--- src/rtl/tx_link_ctrl.sv ---
// tx_link_ctrl: transmit link controller for a JESD204-style serial lane.
// Sequences code-group synchronisation (K28.5 stream), a four-multiframe
// initial lane alignment sequence carrying the link configuration, and
// then user data with end-of-frame / end-of-multiframe character
// replacement. All octets go to an 8b10b encoder downstream.
module tx_link_ctrl #(
  parameter int F = 1,   // octets per frame, 1..8
  parameter int K = 32   // frames per multiframe, 17..32
) (
  input  logic         clk,
  input  logic         rst,
  input  logic         i_sync_n,
  input  logic [7:0]   i_data,
  input  logic         i_vld,
  input  logic [111:0] i_cfg,
  output logic         o_ready,
  output logic [7:0]   o_data,
  output logic         o_vld,
  output logic         o_k,
  output logic [1:0]   o_state,
  output logic         o_underflow
);

  // Octets per multiframe; the LMFC counter runs 0..FK-1.
  localparam int FK = F * K;

  // Reject illegal framing at elaboration time.
  generate
    if ((F < 1) || (F > 8) || (K < 17) || (K > 32) || (FK < 17) || (FK > 256)) begin : g_bad_params
      $error("tx_link_ctrl: illegal F/K combination");
    end
  endgenerate

  localparam logic [7:0] LMFC_LAST = 8'(FK - 1);
  localparam logic [2:0] FPOS_LAST = 3'(F - 1);

  // Control characters used on the lane.
  localparam logic [7:0] K28_0 = 8'h1C;  // ILAS multiframe start
  localparam logic [7:0] K28_3 = 8'h7C;  // multiframe end / ILAS end
  localparam logic [7:0] K28_4 = 8'h9C;  // configuration follows
  localparam logic [7:0] K28_5 = 8'hBC;  // code-group sync
  localparam logic [7:0] K28_7 = 8'hFC;  // frame end replacement

  typedef enum logic [1:0] {
    ST_CGS  = 2'd0,
    ST_ILAS = 2'd1,
    ST_DATA = 2'd2
  } state_t;

  // Synchroniser for the receiver's SYNC~ request.
  logic       r_sync_meta;
  logic       r_sync_s;

  // Local multiframe clock and position within the current frame.
  logic [7:0] r_lmfc;
  logic [2:0] r_fpos;

  // Link state machine and its registered outputs.
  state_t     r_state;
  logic [1:0] r_mf;
  logic [7:0] r_data;
  logic       r_k;
  logic       r_vld;
  logic       r_uflow;

  // Last (original, unreplaced) octet of the previous frame.
  logic [7:0] r_prev_oct;
  logic       r_prev_vld;

  // Combinational octet selections.
  logic [7:0] w_cfg_oct [0:15];
  logic [3:0] w_cfg_idx;
  logic [7:0] w_ilas_oct;
  logic       w_ilas_k;
  logic       w_lmfc_last;
  logic       w_frame_last;
  logic       w_repl;

  // Split the configuration bus into octets; slots 14 and 15 are never
  // selected but keep the lookup table a power of two deep.
  genvar gi;
  generate
    for (gi = 0; gi < 16; gi = gi + 1) begin : g_cfg_oct
      if (gi < 14) begin : g_used
        assign w_cfg_oct[gi] = i_cfg[8*gi +: 8];
      end else begin : g_pad
        assign w_cfg_oct[gi] = 8'h00;
      end
    end
  endgenerate

  assign w_lmfc_last  = (r_lmfc == LMFC_LAST);
  assign w_frame_last = (r_fpos == FPOS_LAST);
  assign w_cfg_idx    = r_lmfc[3:0] - 4'd2;

  // Two-flop synchroniser; SYNC~ reads as "requesting sync" out of reset.
  always_ff @(posedge clk or posedge rst) begin
    if (rst) begin
      r_sync_meta <= 1'b0;
      r_sync_s    <= 1'b0;
    end else begin
      r_sync_meta <= i_sync_n;
      r_sync_s    <= r_sync_meta;
    end
  end

  // Free-running LMFC and frame-position counters; both wrap together at
  // the multiframe boundary since FK is a whole number of frames.
  always_ff @(posedge clk or posedge rst) begin
    if (rst) begin
      r_lmfc <= 8'd0;
      r_fpos <= 3'd0;
    end else begin
      if (w_lmfc_last) begin
        r_lmfc <= 8'd0;
      end else begin
        r_lmfc <= r_lmfc + 8'd1;
      end
      if (w_frame_last || w_lmfc_last) begin
        r_fpos <= 3'd0;
      end else begin
        r_fpos <= r_fpos + 3'd1;
      end
    end
  end

  // ILAS octet for the current multiframe index and LMFC position.
  always_comb begin
    w_ilas_oct = r_lmfc;
    w_ilas_k   = 1'b0;
    if (r_lmfc == 8'd0) begin
      w_ilas_oct = K28_0;
      w_ilas_k   = 1'b1;
    end else if (w_lmfc_last) begin
      w_ilas_oct = K28_3;
      w_ilas_k   = 1'b1;
    end else if ((r_mf == 2'd1) && (r_lmfc == 8'd1)) begin
      w_ilas_oct = K28_4;
      w_ilas_k   = 1'b1;
    end else if ((r_mf == 2'd1) && (r_lmfc >= 8'd2) && (r_lmfc <= 8'd15)) begin
      w_ilas_oct = w_cfg_oct[w_cfg_idx];
      w_ilas_k   = 1'b0;
    end
  end

  // A frame-final octet equal to the previous frame's final octet is
  // replaced by a control character so the receiver can track alignment.
  assign w_repl = r_prev_vld && w_frame_last && (i_data == r_prev_oct);

  // Link state machine: picks the octet for this cycle and registers it.
  always_ff @(posedge clk or posedge rst) begin
    if (rst) begin
      r_state    <= ST_CGS;
      r_mf       <= 2'd0;
      r_data     <= 8'h00;
      r_k        <= 1'b0;
      r_vld      <= 1'b0;
      r_uflow    <= 1'b0;
      r_prev_oct <= 8'h00;
      r_prev_vld <= 1'b0;
    end else begin
      r_vld <= 1'b1;
      case (r_state)
        ST_CGS: begin
          r_data     <= K28_5;
          r_k        <= 1'b1;
          r_prev_vld <= 1'b0;
          // Start ILAS so its first octet lands on LMFC position 0.
          if (r_sync_s && w_lmfc_last) begin
            r_state <= ST_ILAS;
            r_mf    <= 2'd0;
          end
        end

        ST_ILAS: begin
          r_data     <= w_ilas_oct;
          r_k        <= w_ilas_k;
          r_prev_vld <= 1'b0;
          if (!r_sync_s) begin
            r_state <= ST_CGS;
          end else if (w_lmfc_last) begin
            if (r_mf == 2'd3) begin
              r_state <= ST_DATA;
            end else begin
              r_mf <= r_mf + 2'd1;
            end
          end
        end

        ST_DATA: begin
          if (i_vld) begin
            if (w_repl) begin
              r_data <= w_lmfc_last ? K28_3 : K28_7;
              r_k    <= 1'b1;
            end else begin
              r_data <= i_data;
              r_k    <= 1'b0;
            end
            // Remember the original octet, never the replacement.
            if (w_frame_last) begin
              r_prev_oct <= i_data;
              r_prev_vld <= 1'b1;
            end
          end else begin
            // Starved: pad with zero and forget the frame history.
            r_data     <= 8'h00;
            r_k        <= 1'b0;
            r_uflow    <= 1'b1;
            r_prev_vld <= 1'b0;
          end
          if (!r_sync_s) begin
            r_state <= ST_CGS;
          end
        end

        default: begin
          r_state    <= ST_CGS;
          r_data     <= K28_5;
          r_k        <= 1'b1;
          r_prev_vld <= 1'b0;
        end
      endcase
    end
  end

  assign o_ready     = (r_state == ST_DATA);
  assign o_state     = r_state;
  assign o_data      = r_data;
  assign o_k         = r_k;
  assign o_vld       = r_vld;
  assign o_underflow = r_uflow;

endmodule

--- config.mk ---
export PLATFORM = sky130hd
export DESIGN_NAME = tx_link_ctrl
export DESIGN_NICKNAME = d
export VERILOG_FILES = /design/src/rtl/tx_link_ctrl.sv
export SDC_FILE = /design/constraint.sdc
export NUM_CORES = 1
export LEC_CHECK = 0
export CORE_MARGIN = 2
export CORE_UTILIZATION = 30
export CTS_BUF_LIST = sky130_fd_sc_hd__clkbuf_4 sky130_fd_sc_hd__clkbuf_8
export CTS_CLUSTER_SIZE = 12
export DETAILED_ROUTE_END_ITERATION = 6
export PLACE_DENSITY_LB_ADDON = 0.3
export SLEW_MARGIN = 10
export SYNTH_ARGS = -nofsm -noshare
export SYNTH_HDL_FRONTEND = slang
export SYNTH_SLANG_ARGS = --single-unit
--- constraint.sdc ---
create_clock -name clk -period 7.9 [get_ports clk]
set_input_delay 0.79 -clock clk [delete_from_list [all_inputs] [get_ports clk]]
set_output_delay 0.79 -clock clk [all_outputs]
set_load 0.02 [all_outputs]
# After elaboration in Yosys (flattened, before gate mapping)
# Cells that the tools add are included.
dict set report classes {
  n_addsub 4
  n_lt_le_gt_ge 3
  n_eq_ne 15
  n_mux 33
  n_bitwise 2
  n_reduce_logical 15
}
# operator count
set op_table {}
lappend op_table {{2-to-1 mux 8 bit} 10}
lappend op_table {{binary-select mux 8 bit (select 4 bit)} 1}
lappend op_table {{2-to-1 mux 2 bit} 9}
lappend op_table {{case mux 8 bit (2 select lines)} 1}
lappend op_table {{!= test 2 bit, second input constant} 5}
lappend op_table {{adder 8 x 1 -> 8 bit, second input constant} 1}
lappend op_table {{equality test 8 x 1 -> 1 bit, second input constant} 1}
lappend op_table {{equality test 8 x 5 -> 1 bit, second input constant} 1}
lappend op_table {{equality test 8 bit} 1}
lappend op_table {{>= comparator 8 x 2 -> 1 bit, second input constant} 1}
lappend op_table {{<= comparator 8 x 4 -> 1 bit, second input constant} 1}
lappend op_table {{zero test 8 bit} 1}
lappend op_table {{2-to-1 mux 1 bit} 8}
lappend op_table {{logical AND 1 bit} 6}
lappend op_table {{!= test 3 bit, second input constant} 2}
lappend op_table {{case mux 2 bit (3 select lines)} 1}
lappend op_table {{>= comparator 5 bit, second input constant} 1}
lappend op_table {{inverter 4 -> 5 bit} 1}
lappend op_table {{AND reduction 5 bit} 1}
lappend op_table {{equality test 2 x 1 -> 1 bit, second input constant} 2}
lappend op_table {{equality test 2 bit, second input constant} 2}
lappend op_table {{case mux 2 bit (2 select lines)} 1}
lappend op_table {{AND reduction 4 bit} 1}
lappend op_table {{subtractor 4 x 2 -> 4 bit, second input constant} 1}
lappend op_table {{other kinds (12)} 12}
dict set report word_totals {
  regBits 37
  inputBits 124
  output_inout_bits 14
  elab_cells 84
}

# Depth between registers and ports, before layout
# Gate-level depths: netlist (run 1).
dict set report logic_depth {
  depth_word 10
  ltp_mapped 10
  depth_no_buf 7
}

# Worst setup path before layout (run 1)
# Ideal clock, no wire load.
dict set report synth_timing {
  path_kind {flip-flop to flip-flop}
  start {register r_lmfc[1]}
  end {register r_data[0], in the netlist o_data[0]}
  setup_time_ps 121
  arrival_ps 2487
  required_ps 7779
  slack_ps 5293
  path_stages_with_launch 10
  path_buffers 2
  period_less_slack_ps 2607
  path_cell_list {dfrtp_1 clkbuf_1 inv_1 ha_1 clkbuf_1 mux4_2 a221oi_2 a21oi_1 mux2_2 a22o_1}
}
dict set report synth_between {
  elab_chain_cells 10
  word_cells_on_any_way 18
  cone_classes {add/sub (1); order compare (2); eq/ne (2); mux (8); bitwise (1); reduce/logical (4)}
}
# element line
set synth_rtl {}
lappend synth_rtl {{start: declaration} 55} ;# logic [7:0] r_lmfc;
lappend synth_rtl {{start signal: assignment} 117} ;# r_lmfc <= r_lmfc + 8'd1;
lappend synth_rtl {{subtractor 4 x 2 -> 4 bit} 94} ;# assign w_cfg_idx = r_lmfc[3:0] - 4'd2;
lappend synth_rtl {{inverter 4 -> 5 bit (implied by the code)} 141} ;# w_ilas_oct = w_cfg_oct[w_cfg_idx];
lappend synth_rtl {{binary-select mux 8 bit (select 4 bit)} 141}
lappend synth_rtl {{2-to-1 mux 8 bit (implied by the code) (2 in series)} 141}
lappend synth_rtl {{2-to-1 mux 8 bit} 140} ;# end else if ((r_mf == 2'd1) && (r_lmfc >= 8'd2) && (r_lmfc <= 8'd15)) begin
lappend synth_rtl {{2-to-1 mux 8 bit} 137} ;# end else if ((r_mf == 2'd1) && (r_lmfc == 8'd1)) begin
lappend synth_rtl {{2-to-1 mux 8 bit} 134} ;# end else if (w_lmfc_last) begin
lappend synth_rtl {{2-to-1 mux 8 bit (*)} 131} ;# if (r_lmfc == 8'd0) begin
lappend synth_rtl {{case mux 8 bit (2 select lines) (*)} 163} ;# case (r_state)
lappend synth_rtl {{end signal: assignment} 176} ;# r_data <= w_ilas_oct;
lappend synth_rtl {{end signal: assignment} 193} ;# r_data <= w_lmfc_last ? K28_3 : K28_7;
lappend synth_rtl {{end signal: assignment} 196} ;# r_data <= i_data;
lappend synth_rtl {{end: declaration} 61} ;# logic [7:0] r_data;
# Mark *: on every way between the ends. The rest lies on a longest branch, timed or not. The select of a mux whose other input is x is not followed.
# A chain may end at the register's enable or synchronous reset.

# Worst setup path in the final report (run 1)
dict set report layout_timing {
  start {register r_lmfc[0]}
  end {register r_state[1], in the netlist o_state[1]}
}
dict set report layout_between {
  elab_chain_cells 4
  word_cells_on_any_way 5
  cone_classes {eq/ne (3); reduce/logical (2)}
}
# element line
set layout_rtl {}
lappend layout_rtl {{equality test 8 x 5 -> 1 bit (*)} 92} ;# assign w_lmfc_last = (r_lmfc == LMFC_LAST);
lappend layout_rtl {{logical AND 1 bit} 169} ;# if (r_sync_s && w_lmfc_last) begin
lappend layout_rtl {{!= test 2 bit (no line)} --}
lappend layout_rtl {{AND reduction 4 bit (no line) (*)} --}
lappend layout_rtl {{end signal: assignment} 170} ;# r_state <= ST_ILAS;
lappend layout_rtl {{end signal: assignment} 180} ;# r_state <= ST_CGS;
lappend layout_rtl {{end signal: assignment} 183} ;# r_state <= ST_DATA;
lappend layout_rtl {{end: declaration} 59} ;# state_t r_state;
# Mark *: on every way between the ends. The rest lies on a longest branch, timed or not.

==> out/results.ini, run 1 <==
[global_route]
grt_pass1_vias=2747
track_usage_pct=16.1
grt_max_degree=40
met2_usage_pct=28.2
busiest_layer=met2
grt_first_pass_wirelength_mm=13.2
grt_util_met3_pct=3.01
grt_antenna_before_repair=0
grt_overflow_total=0
grtUsageMet1_pct=20.6

[finish]
drive_gt1_share_pct=11.4
num-nets-final=523
n_antenna_cell=0
num-fill-cells=857
area_growth_pct=54.4

[route]
dr.pass1.iters=4
drt-total-wl_mm=8.27
drt.antenna.violating_nets=0
post_drt_wl_per_cell_um=16.0
route.detailed.drc=0
drt_iter0_markers=70
vias=2627
routed_via_density=5.09

[yosys]
synthTopCellsByArea=dfrtp_1, mux4_2, mux4_1
synthCells=256
yosysSeqAreaShare_pct=31.8
yosysWarnings=0
postSynth.asyncResetShare_pct=100
syn_area_per_cell_um2=11.4
ys.flop_type=dfrtp_1
synth_edf_count=0
yosysTopAreaCellShare_pct=31.8
yosys.area.top_type=dfrtp_1
synth_area_mm2=0.00291
synth_fp_nets=393
yosysUniqueCellTypes=49
ys_ff_latch=37

[run_status]
status=complete, no violations

[worst_setup_path]
crit_buf_inv=0
path_class=reg2reg
cp_max_fo=39
ff2ff_setup_slack_ns=5.15
required_ns=8.12
critical_path.top_delay_family=flip-flops
critPathCaptureType=flop
crit_chain=ha_1 -> nand4_1 -> nor2_1 -> nand4b_1 -> o211ai_1 -> mux2i_1
worstPathArrival_ns=2.97
cp-start-kind=flop
crit_slowest_cell=dfrtp_2
critPathMaxStageDelay_ns=1.00

[sta]
setup_ws_ns=5.15
finalHoldViolations=0
setup_tns_ns=0
fmax_mhz=364
final-setup-viol-count=0
rsz0062_at_grt=false
finalCritPeriodShare_pct=34.8
worstMarginPinSlew_ns=0.982
final_max_slew_viol_count=0
maxSlewHeadroom_pct=34.5
period_minus_slack_ns=2.75
fin_worst_skew_ns=0.00380
holdWs_ns=0.353

[place]
hpwlAfterDp_mm=6.70
place_ws_ns=5.11
place_congestion=0.893
port_buffers=137

[clocking]
path_clk_slew_ns=0.08
cts_buffers=5
clock_path_buffers=2
cts_setup_buffers=0
clock_latency_ns=0.29
cts_hold_buf=0
cts_tree=done
htree_levels=2
clock_sinks=37
cts.repair.resized=0
root_buffer=clkbuf_8

[floorplan]
fp.dieW_um=102
die_y_um=102
die_area_mm2=0.0105
start_util_pct=31.2
io_pins=138
core_area_mm2=0.00933
row_count=35

[worst_hold_path]
min_path_type=reg2reg

[power]
powerDensity_mw_per_mm2=169
p_total_uw=760
p_leak_uw=0.00186
vdd_drop_max_uv=127

[run]
maxCapViolations=0

-- path summary, 6_finish.rpt --
check	startpoint	endpoint	cells after the start
worst max-delay path	r_lmfc[0]$_DFF_PP0_	o_state[1]$_DFFE_PP0P_	6
worst min-delay path	r_sync_meta$_DFF_PP0_	r_sync_s$_DFF_PP0_	0
worst max register to register	r_lmfc[0]$_DFF_PP0_	o_state[1]$_DFFE_PP0P_	6
worst min register to register	r_sync_meta$_DFF_PP0_	r_sync_s$_DFF_PP0_	0
max in group asynchronous	rst	r_lmfc[0]$_DFF_PP0_	3
min in group asynchronous	rst	o_vld$_DFF_PP0_	3
-- through the flow --
stage,std cells,util (%),area (µm²)
after floorplan,256,-,2910
after global placement,508,46.8,4370
after detailed placement,508,46.8,4370
after CTS,516,48.1,4490
after global routing,516,48.1,4490
final,516,48.1,4490
-- report_power, final --
group          total, µW  internal [µW]  switching, µW
sequential           257            234           23.1
clock                176            106           69.6
combinational        327            179            148
total                760            519            241
-- metal layers --
metal / vias to the layer above / part of all wire (%)
met4: 0 / 1.3
met5: - / 0
met3: 9 / 7.1
li1: 1246 / -
met2: 119 / 51
met1: 1253 / 41
-- placed cells by master (no fill, tap or decap), types with 2 or more instances in the layout --
cell type / synthesis / layout
clkbuf_8: 0 / 6
a311oi_1: 2 / 2
nor2b_1: 2 / 2
a32oi_1: 4 / 4
a221oi_1: 2 / 2
xnor2_1: 4 / 3
a31oi_1: 2 / 2
o211ai_1: 4 / 4
and2_1: 2 / 2
buf_4: 1 / 2
nor4_1: 2 / 2
a21oi_1: 6 / 6
mux4_1: 10 / 10
a211o_1: 3 / 3
mux4_2: 15 / 15
o21ai_0: 9 / 9
mux2i_1: 12 / 12
nand2_1: 14 / 14
mux2_2: 15 / 15
inv_1: 15 / 15
o2bb2ai_1: 2 / 2
or3_1: 2 / 2
nand3_1: 6 / 6
and3_1: 2 / 2
a21o_1: 2 / 2
nor3_1: 8 / 8
dfrtp_1: 37 / 36
ha_1: 13 / 13
clkdlybuf4s50_1: 0 / 137
nor2_1: 14 / 14
xor2_1: 11 / 11
nand4_1: 6 / 6
-- area by class of cell --
type | count | area [µm²] | share of cell area, %
tap | 129 | 161 | 3.60
clock buffer | 7 | 90.1 | 2.01
timing repair buffer | 139 | 1390 | 30.9
sequential | 37 | 927 | 20.7
clock inverter | 1 | 30.0 | 0.669
inverter | 15 | 56.3 | 1.25
multi-input combinational | 188 | 1840 | 40.9
-- cell usage after synthesis (6+ instances only) --
library cell,count
a21oi_1,6
mux2i_1,12
clkbuf_1,6
ha_1,13
inv_1,15
buf_2,6
xor2_1,11
mux4_1,10
nand3_1,6
o21ai_0,9
nand2_1,14
nor2_1,14
nand4_1,6
mux4_2,15
mux2_2,15
dfrtp_1,37
nor3_1,8
-- registers in the layout (all words and copies together) (netlist names) --
signal / flops
o_state: 2
r_sync_meta: 1
o_k: 1
o_vld: 1
r_prev_oct: 8
r_prev_vld: 1
r_mf: 2
o_data: 8
r_fpos: 3
r_lmfc: 8
r_sync_s: 1
o_underflow: 1
-- kinds of logic (layout without fill, tap and decap cells) --
kind of cell    Yosys count  count (layout)  share of synthesized area, %
simple gates             63              63                          11.1
mux                      52              52                          30.6
compound gates           44              44                          11.0
flops                    37              37                          31.8
buf+inv                  31             162                          5.21
xor+xnor                 15              15                          4.52
fa+ha+maj                13              13                          5.59
other cells               1               1                         0.129
Power figures use the tool's default switching activity.
==> inputs of run 2 (changes only) <==
==> constraint.sdc (replaced) <==
create_clock -name clk -period 2.4 [get_ports clk]
set_input_delay 0.24 -clock clk [delete_from_list [all_inputs] [get_ports clk]]
set_output_delay 0.24 -clock clk [all_outputs]
set_load 0.02 [all_outputs]
==> run 2 against run 1 <==
Effect of this change: worst setup slack got worse by 5.0 ns; flip-flop and latch count unchanged; global-route usage increased by 0.60 points; combinational power grew to 3.3 times the previous value; via count rose by 0.76%; register-to-register slack got worse by 5.0 ns; first-iteration DRC count up 36%; clock power rose by 140%; largest power group unchanged; clock-buffer cell count decreased by 1; final cell count rose by 1.4%; core utilization rose by 0.36 points; largest cell class unchanged.
==> out/results.ini, run 2 (same netlist as run 1, synthesis figures left out) <==
[route]
drt-total-wl_mm=8.32  ; +0.67%
drt_iter0_markers=95  ; +36%
post_drt_wl_per_cell_um=15.9  ; -0.68%
drt.antenna.violating_nets=0  ; unchanged
routed_via_density=5.06  ; -0.59%
dr.pass1.iters=4  ; unchanged
vias=2647  ; +0.76%
route.detailed.drc=0  ; unchanged

[finish]
num-nets-final=531  ; +1.5%
mostFrequentLayoutCells=clkdlybuf4s50_1, dfrtp_1, mux2_2, inv_1, mux4_2
multi_input_area_mm2=0.00184  ; unchanged
n_antenna_cell=0  ; unchanged
seqCellArea_um2=927  ; unchanged
num-fill-cells=853  ; -0.47%
fin_util_pct=48.5  ; +0.36 points
area_growth_pct=55.6
final_cells=523  ; +1.4%
drive_gt1_share_pct=12.9  ; +1.6 points
final_common_cell=clkdlybuf4s50_1

[global_route]
grt_overflow_total=0  ; unchanged
grt_max_degree=40  ; unchanged
track_usage_pct=16.7  ; +0.60 points
grt_first_pass_wirelength_mm=13.6  ; +2.8%
grt_antenna_before_repair=0  ; unchanged
grt_pass1_vias=2854  ; +3.9%

[place]
port_buffers=137  ; unchanged
hpwlAfterDp_mm=6.81  ; +1.7%
place_congestion=0.874  ; -2.2%
dp.cells=516  ; +1.6%

[floorplan]
fp.dieW_um=102  ; unchanged
start_util_pct=31.2  ; unchanged
die_y_um=102  ; unchanged
core_area_mm2=0.00933  ; unchanged
row_count=35  ; unchanged
io_pins=138  ; unchanged
die_area_mm2=0.0105  ; unchanged

[sta]
fmax_mhz=446  ; +23%
setup_tns_ns=0  ; unchanged
finalCritPeriodShare_pct=93.4  ; +59 points
period_minus_slack_ns=2.24  ; -0.508 ns
final-setup-viol-count=0  ; unchanged
worstMarginPinSlew_ns=0.762  ; -0.220 ns
finalHoldViolations=0  ; unchanged
fin_worst_skew_ns=0.00709  ; +0.00329 ns
maxSlewHeadroom_pct=48.9  ; +14 points
rsz0062_at_grt=false
final_max_slew_viol_count=0  ; unchanged

[clocking]
path_clk_slew_ns=0.07  ; about the same
clock_sinks=37  ; unchanged
cts_buffers=5  ; unchanged
clock_path_buffers=2  ; unchanged
cts.repair.resized=0  ; unchanged
cts_hold_buf=0  ; unchanged
htree_levels=2  ; unchanged
root_buffer=clkbuf_8
cts_tree=done
cts_setup_buffers=0  ; unchanged
clock_latency_ns=0.29  ; about the same

[worst_setup_path]
cp_max_fo=10  ; -74%
ff2ff_setup_slack_ns=0.16  ; -4.99 ns
critPathCaptureType=flop
path_class=reg2reg
required_ns=2.58  ; -5.54 ns
cp-start-kind=flop
worstPathArrival_ns=2.42  ; -0.55 ns

[power]
clockPowerShare_pct=18.1  ; -5.1 points
p_leak_uw=0.00189  ; +1.6%
vdd_drop_max_uv=238  ; +88%
powerDensity_mw_per_mm2=519  ; +210%
p_sw_uw=779  ; +220%
p_int_uw=1570  ; +200%
power_switching_share_pct=33.2  ; +1.5 points
pwr-share-seq_pct=36.2  ; +2.4 points
pwr-share-comb_pct=45.7  ; +2.7 points

[run_status]
status=complete, no violations

[run]
maxCapViolations=0  ; unchanged

[worst_hold_path]
min_path_type=in2async

run 2: changes by cell type in the layout (fill, tap and decap cells not counted):
cell / change
buf_4: +7
clkinv_2: +1
bufinv_16: -1
clkbuf_8: -1
buf_12: +1
run 2: layout make-up:
cell class                 count  share of cell area [%]
clock inverter                 1                   0.111
multi-input combinational    188                    40.6
tap                          129                    3.57
sequential                    37                    20.5
clock buffer                   6                    1.69
inverter                      15                    1.24
timing repair buffer         147                    32.3
run 2: worst paths after layout:
kind                       depth (start not counted)             startpoint                      to
setup / recovery                                   7    r_lmfc[1]$_DFF_PP0_     o_data[0]$_DFF_PP0_
hold / removal                                     3                    rst  o_state[1]$_DFFE_PP0P_
setup reg to reg                                   7    r_lmfc[1]$_DFF_PP0_     o_data[0]$_DFF_PP0_
hold reg to reg                                    0  r_sync_meta$_DFF_PP0_      r_sync_s$_DFF_PP0_
max in group asynchronous                          3                    rst     r_lmfc[0]$_DFF_PP0_
min in group clk                                   0  r_sync_meta$_DFF_PP0_      r_sync_s$_DFF_PP0_
run 2: critical path, cell delays in order, from the launching register on:
cell and delay (ns):
dfrtp_1 0.35, inv_1 0.06, ha_1 0.52, mux4_2 0.39, a221oi_2 0.28, a21oi_1 0.06
mux2_2 0.30, a22o_1 0.17
run 2: metrics by stage:
stage	area, µm²	hold WS [ns]	total power (µW)	setup WS, ns
floorplan	2910	0.271	1430	0.0619
global placement	4440	0.340	1930	0.199
detailed placement	4440	0.352	1950	0.177
CTS	4520	0.371	2370	0.150
global route	4520	0.375	2510	0.00804
finish	4520	0.366	2350	0.157
run 2: metal layers:
| metal | routed length (µm) | track usage (%) | vias up | part of all wire, % |
|---|---|---|---|---|
| li1 | - | - | 1258 | - |
| met1 | 3480 | 21.1 | 1257 | 42 |
| met2 | 4120 | 29.3 | 120 | 50 |
| met3 | 613 | 3.69 | 12 | 7.4 |
| met4 | 109 | 3.69 | 0 | 1.3 |
| met5 | 0 | 0 | - | 0 |
run 2: power groups by stage:
stage	registers (µW)	logic [µW]	clock network, µW
after floorplan	944	490	0
after global placement	859	1070	0
after detailed placement	861	1090	0
after CTS	849	1090	437
after global routing	863	1180	469
final	849	1070	424
